## config.mk

```make
export PLATFORM = sky130hd
export DESIGN_NAME = otter_id_ex_stage
export DESIGN_NICKNAME = d
export VERILOG_FILES = /design/src/rtl/otter_pipe_pkg.sv /design/src/rtl/otter_fwd_mux.sv /design/src/rtl/otter_id_ex_stage.sv
export SDC_FILE = /design/constraint.sdc
export NUM_CORES = 1
export LEC_CHECK = 0
export BUFFER_PORTS_ARGS = -buffer_cell sky130_fd_sc_hd__buf_4
export CAP_MARGIN = 20
export CORE_ASPECT_RATIO = 1.1
export CORE_MARGIN = 2
export CORE_UTILIZATION = 35
export CTS_CLUSTER_DIAMETER = 150
export DETAILED_ROUTE_END_ITERATION = 10
export GPL_ROUTABILITY_DRIVEN = 0
export HOLD_SLACK_MARGIN = 0.1
export PLACE_DENSITY = 0.64
export SLEW_MARGIN = 5
export SYNTH_ARGS = -nofsm -noshare
export SYNTH_HDL_FRONTEND = slang
export SYNTH_SLANG_ARGS = --single-unit
```

## constraint.sdc

```tcl
create_clock -name clk -period 2.2 [get_ports clk]
set_input_delay 0.22 -clock clk [delete_from_list [all_inputs] [get_ports clk]]
set_output_delay 0.22 -clock clk [all_outputs]
set_load 0.005 [all_outputs]
```

## src/rtl/otter_pipe_pkg.sv

```systemverilog
// otter_pipe_pkg: shared widths, forwarding select enum, ID/EX payload struct and register-match helper.
package otter_pipe_pkg;

    localparam int XLEN   = 32;
    localparam int REG_AW = 5;

    typedef enum logic [1:0] {
        FWD_NONE,
        FWD_EXMEM,
        FWD_MEMWB
    } fwd_sel_e;

    typedef struct packed {
        logic [XLEN-1:0]   pc;
        logic [XLEN-1:0]   imm;
        logic [XLEN-1:0]   rs1;
        logic [XLEN-1:0]   rs2;
        logic [REG_AW-1:0] rs1_addr;
        logic [REG_AW-1:0] rs2_addr;
        logic [REG_AW-1:0] rd;
        logic              rd_we;
        logic              is_load;
    } id_ex_t;

    function automatic logic reg_hit(
        input logic              we,
        input logic [REG_AW-1:0] rd,
        input logic [REG_AW-1:0] rs
    );
        return we && (rd != '0) && (rd == rs);
    endfunction

endpackage

```

## src/rtl/otter_fwd_mux.sv

```systemverilog
// otter_fwd_mux: picks the forwarding source for one EX operand, EX/MEM winning over MEM/WB.
module otter_fwd_mux
    import otter_pipe_pkg::*;
(
    input  logic [REG_AW-1:0] rs_addr,
    input  logic [REG_AW-1:0] exmem_rd,
    input  logic              exmem_we,
    input  logic [XLEN-1:0]   exmem_data,
    input  logic [REG_AW-1:0] memwb_rd,
    input  logic              memwb_we,
    input  logic [XLEN-1:0]   memwb_data,
    output fwd_sel_e          sel,
    output logic [XLEN-1:0]   data
);

    always_comb begin
        sel  = reg_hit(exmem_we, exmem_rd, rs_addr) ? FWD_EXMEM :
               reg_hit(memwb_we, memwb_rd, rs_addr) ? FWD_MEMWB : FWD_NONE;
        data = (sel == FWD_MEMWB) ? memwb_data : exmem_data;
    end

endmodule

```

## src/rtl/otter_id_ex_stage.sv

```systemverilog
// otter_id_ex_stage: ID/EX register with WB bypass, EX forwarding, load-use stall and flush.
// Define OTTER_HAZ_CNT_EN to add the stall_cnt/fwd_cnt event counters.
module otter_id_ex_stage
    import otter_pipe_pkg::*;
(
    input  logic              clk,
    input  logic              rst_n,
    input  logic              id_valid,
    output logic              id_ready,
    input  logic [XLEN-1:0]   id_pc,
    input  logic [XLEN-1:0]   id_imm,
    input  logic [REG_AW-1:0] id_rs1_addr,
    input  logic [REG_AW-1:0] id_rs2_addr,
    input  logic [REG_AW-1:0] id_rd_addr,
    input  logic              id_rd_we,
    input  logic              id_is_load,
    input  logic [XLEN-1:0]   rf_rs1,
    input  logic [XLEN-1:0]   rf_rs2,
    input  logic [REG_AW-1:0] exmem_rd,
    input  logic              exmem_we,
    input  logic [XLEN-1:0]   exmem_data,
    input  logic [REG_AW-1:0] memwb_rd,
    input  logic              memwb_we,
    input  logic [XLEN-1:0]   memwb_data,
    input  logic              flush,
    output logic              ex_valid,
    input  logic              ex_ready,
    output logic [XLEN-1:0]   ex_pc,
    output logic [XLEN-1:0]   ex_imm,
    output logic [REG_AW-1:0] ex_rd_addr,
    output logic              ex_rd_we,
    output logic              ex_is_load,
    output logic [XLEN-1:0]   ex_rs1,
    output logic [XLEN-1:0]   ex_rs2
`ifdef OTTER_HAZ_CNT_EN
    ,
    output logic [31:0]       stall_cnt,
    output logic [31:0]       fwd_cnt
`endif
);

    id_ex_t            ex_q, ex_d;
    logic              ex_valid_q, ex_valid_d;
    fwd_sel_e          sel1, sel2;
    logic [XLEN-1:0]   fwd1, fwd2;
    logic [XLEN-1:0]   cap_rs1, cap_rs2;
    logic              hazard, stall_dn, capture;

    otter_fwd_mux u_fwd_rs1 (
        .rs_addr    (ex_q.rs1_addr),
        .exmem_rd   (exmem_rd),
        .exmem_we   (exmem_we),
        .exmem_data (exmem_data),
        .memwb_rd   (memwb_rd),
        .memwb_we   (memwb_we),
        .memwb_data (memwb_data),
        .sel        (sel1),
        .data       (fwd1)
    );

    otter_fwd_mux u_fwd_rs2 (
        .rs_addr    (ex_q.rs2_addr),
        .exmem_rd   (exmem_rd),
        .exmem_we   (exmem_we),
        .exmem_data (exmem_data),
        .memwb_rd   (memwb_rd),
        .memwb_we   (memwb_we),
        .memwb_data (memwb_data),
        .sel        (sel2),
        .data       (fwd2)
    );

    // x0 is captured as 0 and never matches a forwarding source, so it stays 0
    assign ex_rs1     = (sel1 == FWD_NONE) ? ex_q.rs1 : fwd1;
    assign ex_rs2     = (sel2 == FWD_NONE) ? ex_q.rs2 : fwd2;
    assign ex_valid   = ex_valid_q;
    assign ex_pc      = ex_q.pc;
    assign ex_imm     = ex_q.imm;
    assign ex_rd_addr = ex_q.rd;
    assign ex_rd_we   = ex_q.rd_we;
    assign ex_is_load = ex_q.is_load;

    always_comb begin
        hazard   = ex_valid_q && ex_q.is_load && ex_q.rd_we && (ex_q.rd != '0) &&
                   ((ex_q.rd == id_rs1_addr) || (ex_q.rd == id_rs2_addr));
        stall_dn = ex_valid_q && !ex_ready;
        id_ready = flush || (!stall_dn && !hazard);
        capture  = !flush && !stall_dn && !hazard && id_valid;
        cap_rs1  = (id_rs1_addr == '0) ? '0 :
                   reg_hit(memwb_we, memwb_rd, id_rs1_addr) ? memwb_data : rf_rs1;
        cap_rs2  = (id_rs2_addr == '0) ? '0 :
                   reg_hit(memwb_we, memwb_rd, id_rs2_addr) ? memwb_data : rf_rs2;
        ex_d       = ex_q;
        ex_valid_d = capture || (stall_dn && !flush);
        if (!flush && stall_dn) begin
            // re-latch forwarded operands so producers retiring during the stall are kept
            ex_d.rs1 = ex_rs1;
            ex_d.rs2 = ex_rs2;
        end else if (capture) begin
            ex_d.pc       = id_pc;
            ex_d.imm      = id_imm;
            ex_d.rs1      = cap_rs1;
            ex_d.rs2      = cap_rs2;
            ex_d.rs1_addr = id_rs1_addr;
            ex_d.rs2_addr = id_rs2_addr;
            ex_d.rd       = id_rd_addr;
            ex_d.rd_we    = id_rd_we;
            ex_d.is_load  = id_is_load;
        end
    end

    always_ff @(posedge clk or negedge rst_n) begin
        if (!rst_n) begin
            ex_q       <= '0;
            ex_valid_q <= 1'b0;
        end else begin
            ex_q       <= ex_d;
            ex_valid_q <= ex_valid_d;
        end
    end

`ifdef OTTER_HAZ_CNT_EN
    logic [31:0] stall_cnt_q, stall_cnt_d, fwd_cnt_q, fwd_cnt_d;

    always_comb begin
        stall_cnt_d = stall_cnt_q + {31'd0, id_valid && hazard && !flush};
        fwd_cnt_d   = fwd_cnt_q + {31'd0, ex_valid_q && ex_ready &&
                                          ((sel1 != FWD_NONE) || (sel2 != FWD_NONE))};
    end

    always_ff @(posedge clk or negedge rst_n) begin
        if (!rst_n) begin
            stall_cnt_q <= '0;
            fwd_cnt_q   <= '0;
        end else begin
            stall_cnt_q <= stall_cnt_d;
            fwd_cnt_q   <= fwd_cnt_d;
        end
    end

    assign stall_cnt = stall_cnt_q;
    assign fwd_cnt   = fwd_cnt_q;
`endif

endmodule

```

==> results.txt <==
----------------------------------------------------
[Die]
  Total core area ... 28600 sq um
  FP Rows ... 65
  Initial Utilization ... 0.355
  Top-level port count ... around 360
  Die Y-Extent ... 183 um
  Total Die Area ... roughly 30000 sq um
  Die Wd ... ~170 um

[Critical path]
  Arrival time reported for the critical path endpoint ... 2.31 ns
  Endpoint kind of the worst setup timing path ... output port
  Maximum single-stage delay on the critical path ... 0.42 ns
  Crit path max-delay cell type ... sky130_fd_sc_hd__dfrtp_1
  Required time reported for the critical path endpoint ... 1.98 ns
  Setup Crit Path Kind ... flop to output port
  Worst Path Max Fanout ... 25
  Startpoint class of the critical path ... flop
  Cells along the critical path ... xnor2_1, and4_4, buf_12, and3_4, nor3_1, a21oi_1, buf_4

[Timing]
  Minimum clock period ... ~2.5 ns
  Final number of hold-violating endpoints ... 0
  Maximum clock frequency ... approximately 390 MHz
  Tightest Pin Transition ... 0.756 ns
  Setup Skew ... between 0.02 and 0.03 ns
  Setup repair after global routing missed its margin ... yes
  # setup viols final ... between 60 and 70
  Final Max Slew Viols ... 0
  Final-layout setup total negative slack ... -12.67 ns
  Crit share post-route ... 1.15
  Worst slew margin relative to its limit ... 0.496
  Final worst-path setup slack ... -0.333 ns

[Yosys]
  Cell area after synthesis ... between 10000 and 15000 sq um
  Synthesized area per cell ... 9.30 sq um
  Synthesized flop and latch total ... approximately 150
  Number of instances in the synthesized netlist ... roughly 1100
  Count of unique library cells instantiated by Yosys ... 35
  Net Count, Synth ... between 1000 and 1500
  Portion of the post-synthesis area used by sequential elements ... 0.360
  Yosys warning count ... 0

[Clocking]
  Number of CTS-inserted buffers ... 17
  Clock sinks ... ~150
  Root cell of the clock tree ... sky130_fd_sc_hd__clkbuf_16
  Skew-Pair Late Insertion Delay ... 0.44 ns
  Maximum clock path buffer count ... 2
  TritonCTS clock tree ... done
  Count of H-tree levels built during CTS ... 4
  Clock Pin Slew Worst Setup and Hold Paths ... 0.07 ns

[GRT]
  Initial antenna violation count ... 1
  Overflow left after global routing ... 0
  Wire length of the first global-routing pass ... around 65 mm
  Via count of the first global-routing pass ... around 12000
  Largest net degree at the start of global routing ... between 60 and 70
  All-Layer GR Usage ... 0.275

[Placement]
  Quantity of I/O buffers inserted on ports ... about 360
  Cells after DPL ... 1740
  Half-perimeter wire length after placement ... between 20 and 30 mm

[Routing]
  Number of antenna-violating nets in the routed design ... 0
  1st-pass router iterations ... 7
  Wire length per cell ... around 23 um
  Initial DRC Count ... between 1000 and 1500
  Detailed-route via count ... around 11000
  Via density per instance ... around 5.8
  DRC Markers ... 0
  Post-Route WL ... about 46 mm

[Hold path]
  Type of the worst min-delay path ... primary input to flop

[Cells and area]
  Filler cell count ... around 2300
  Area delta synth->final ... 74.0%
  Nets@finish ... ~1800
  Layout Utilization ... 0.617
  Number of non-filler instances in the completed layout ... a little under 2000
  Most common cell after layout, fill and taps aside ... sky130_fd_sc_hd__buf_4
  Most frequent cells in the layout ... sky130_fd_sc_hd__buf_4, sky130_fd_sc_hd__dfrtp_1, sky130_fd_sc_hd__dlygate4sd3_1, sky130_fd_sc_hd__inv_1, sky130_fd_sc_hd__mux2_2
  Ratio of cells with drive above 1 in the final layout ... 0.559

[Power]
  Leakage ... a little under 0.008 uW
  Total power density per cell area ... 666 nW/um^2
  Peak supply drop ... roughly 0.51 mV

[Status]
  Result of the run ... finished with violations
  Failing checks ... setup timing

[Run]
  Total of max-cap violations ... 0

----------------------------------------------------
flip-flops by register name, indices dropped and copies added, names as in the netlist:
signal / count
ex_imm: 32
ex_q: 74
ex_valid: 1
ex_pc: 32
ex_rd_we: 1
ex_is_load: 1
ex_rd_addr: 5
worst max-delay path, delay by kind of cell (launching register included):
family | cells | cell delay (ns)
AO/OA/AOI/OAI | 1 | 0.26
buffers and inverters | 2 | 0.38
flip-flops | 1 | 0.42
AND/OR/NAND/NOR | 3 | 0.62
XOR/XNOR | 1 | 0.19
worst paths after layout:
path	from	end	slack, ns	cells past startpoint
min	rf_rs2[25]	ex_q[42]	0.11	3
max	ex_q[9]	ex_rs2[23]	-0.33	7
min in group asynchronous	rst_n	ex_imm[18]	0.28	2
min reg2reg	ex_imm[25]	ex_imm[25]	0.51	1
max in group asynchronous	rst_n	ex_q[52]	1.19	3
max reg2reg	ex_q[14]	ex_q[66]	-0.07	11
through the flow:
step	setup WS, ns	area, sq um	hold slack, ns	power [uW]
6_report	-0.333	17700	0.106	11800
5_1_grt	-0.420	17700	0.110	12300
4_1_cts	-0.249	16300	0.100	11100
3_5_place_dp	-0.133	13400	0.176	7340
3_3_place_gp	-0.103	13400	0.176	7270
2_1_floorplan	0.123	10200	-0.0756	5570
metal layers:
metal  wire length (um)  up-vias  global-route usage
li1                   -     4976                   -
met1              17600     5564               0.343
met2              22300      691               0.458
met3               3610      172              0.0547
met4               2220        0               0.129
met5                  0        -                   0
synth_stat cells (all sizes together):
master / instances / area [sq um]
dfrtp: 146 / 3650
a21oi: 133 / 666
buf: 116 / 796
inv: 98 / 368
mux2: 81 / 912
nor3: 67 / 335
a31oi: 65 / 407
and3: 64 / 400
mux2i: 64 / 641
o221ai: 64 / 561
o31ai: 64 / 621
clkbuf: 56 / 210
xnor2: 32 / 280
xor2: 8 / 70.1
nand3: 5 / 25.0
and4: 4 / 35.0
and2: 3 / 18.8
nor2: 3 / 11.3
nor4: 3 / 31.3
o21ai: 3 / 15.0
a211oi: 2 / 15.0
nand2: 2 / 7.51
o211a: 2 / 20.0
nand2b: 1 / 6.26
nor2b: 1 / 6.26
o22a: 1 / 8.76
o22ai: 1 / 6.26
or2: 1 / 6.26
or3b: 1 / 8.76
or4: 1 / 11.3
repair_timing:
item | CTS | global route
resized for setup | 122 | 173
setup endpoints to repair | 129 | 178
endpoints found under the hold margin | 148 | 2
pin swaps | 55 | 53
hold buffers | 107 | 2
setup buffers | 25 | 29
gates cloned | 21 | 12
layout make-up:
| class | instances | area, sq um | share of cell area |
|---|---|---|---|
| multi-input combinational | 678 | 6350 | 0.360 |
| sequential | 146 | 3660 | 0.207 |
| timing repair buffer | 644 | 6220 | 0.352 |
| tap | 368 | 460 | 0.0261 |
| antenna | 1 | 2.50 | 0.000142 |
| clock buffer | 17 | 425 | 0.0241 |
| inverter | 98 | 368 | 0.0208 |
| clock inverter | 15 | 168 | 0.00949 |
kinds of logic after synthesis:
| family | synth area share |
|---|---|
| simple gates | 0.0890 |
| buf+inv | 0.135 |
| flops | 0.360 |
| compound gates | 0.228 |
| xor+xnor | 0.0345 |
| mux | 0.153 |
report_power, final:
group / leakage, uW / internal [uW] / switching (uW)
combinational: 0.00574 / 2820 / 2500
sequential: 0.00174 / 3190 / 261
clock: 0.000291 / 1620 / 1380
(Power assumes the default switching activity.)
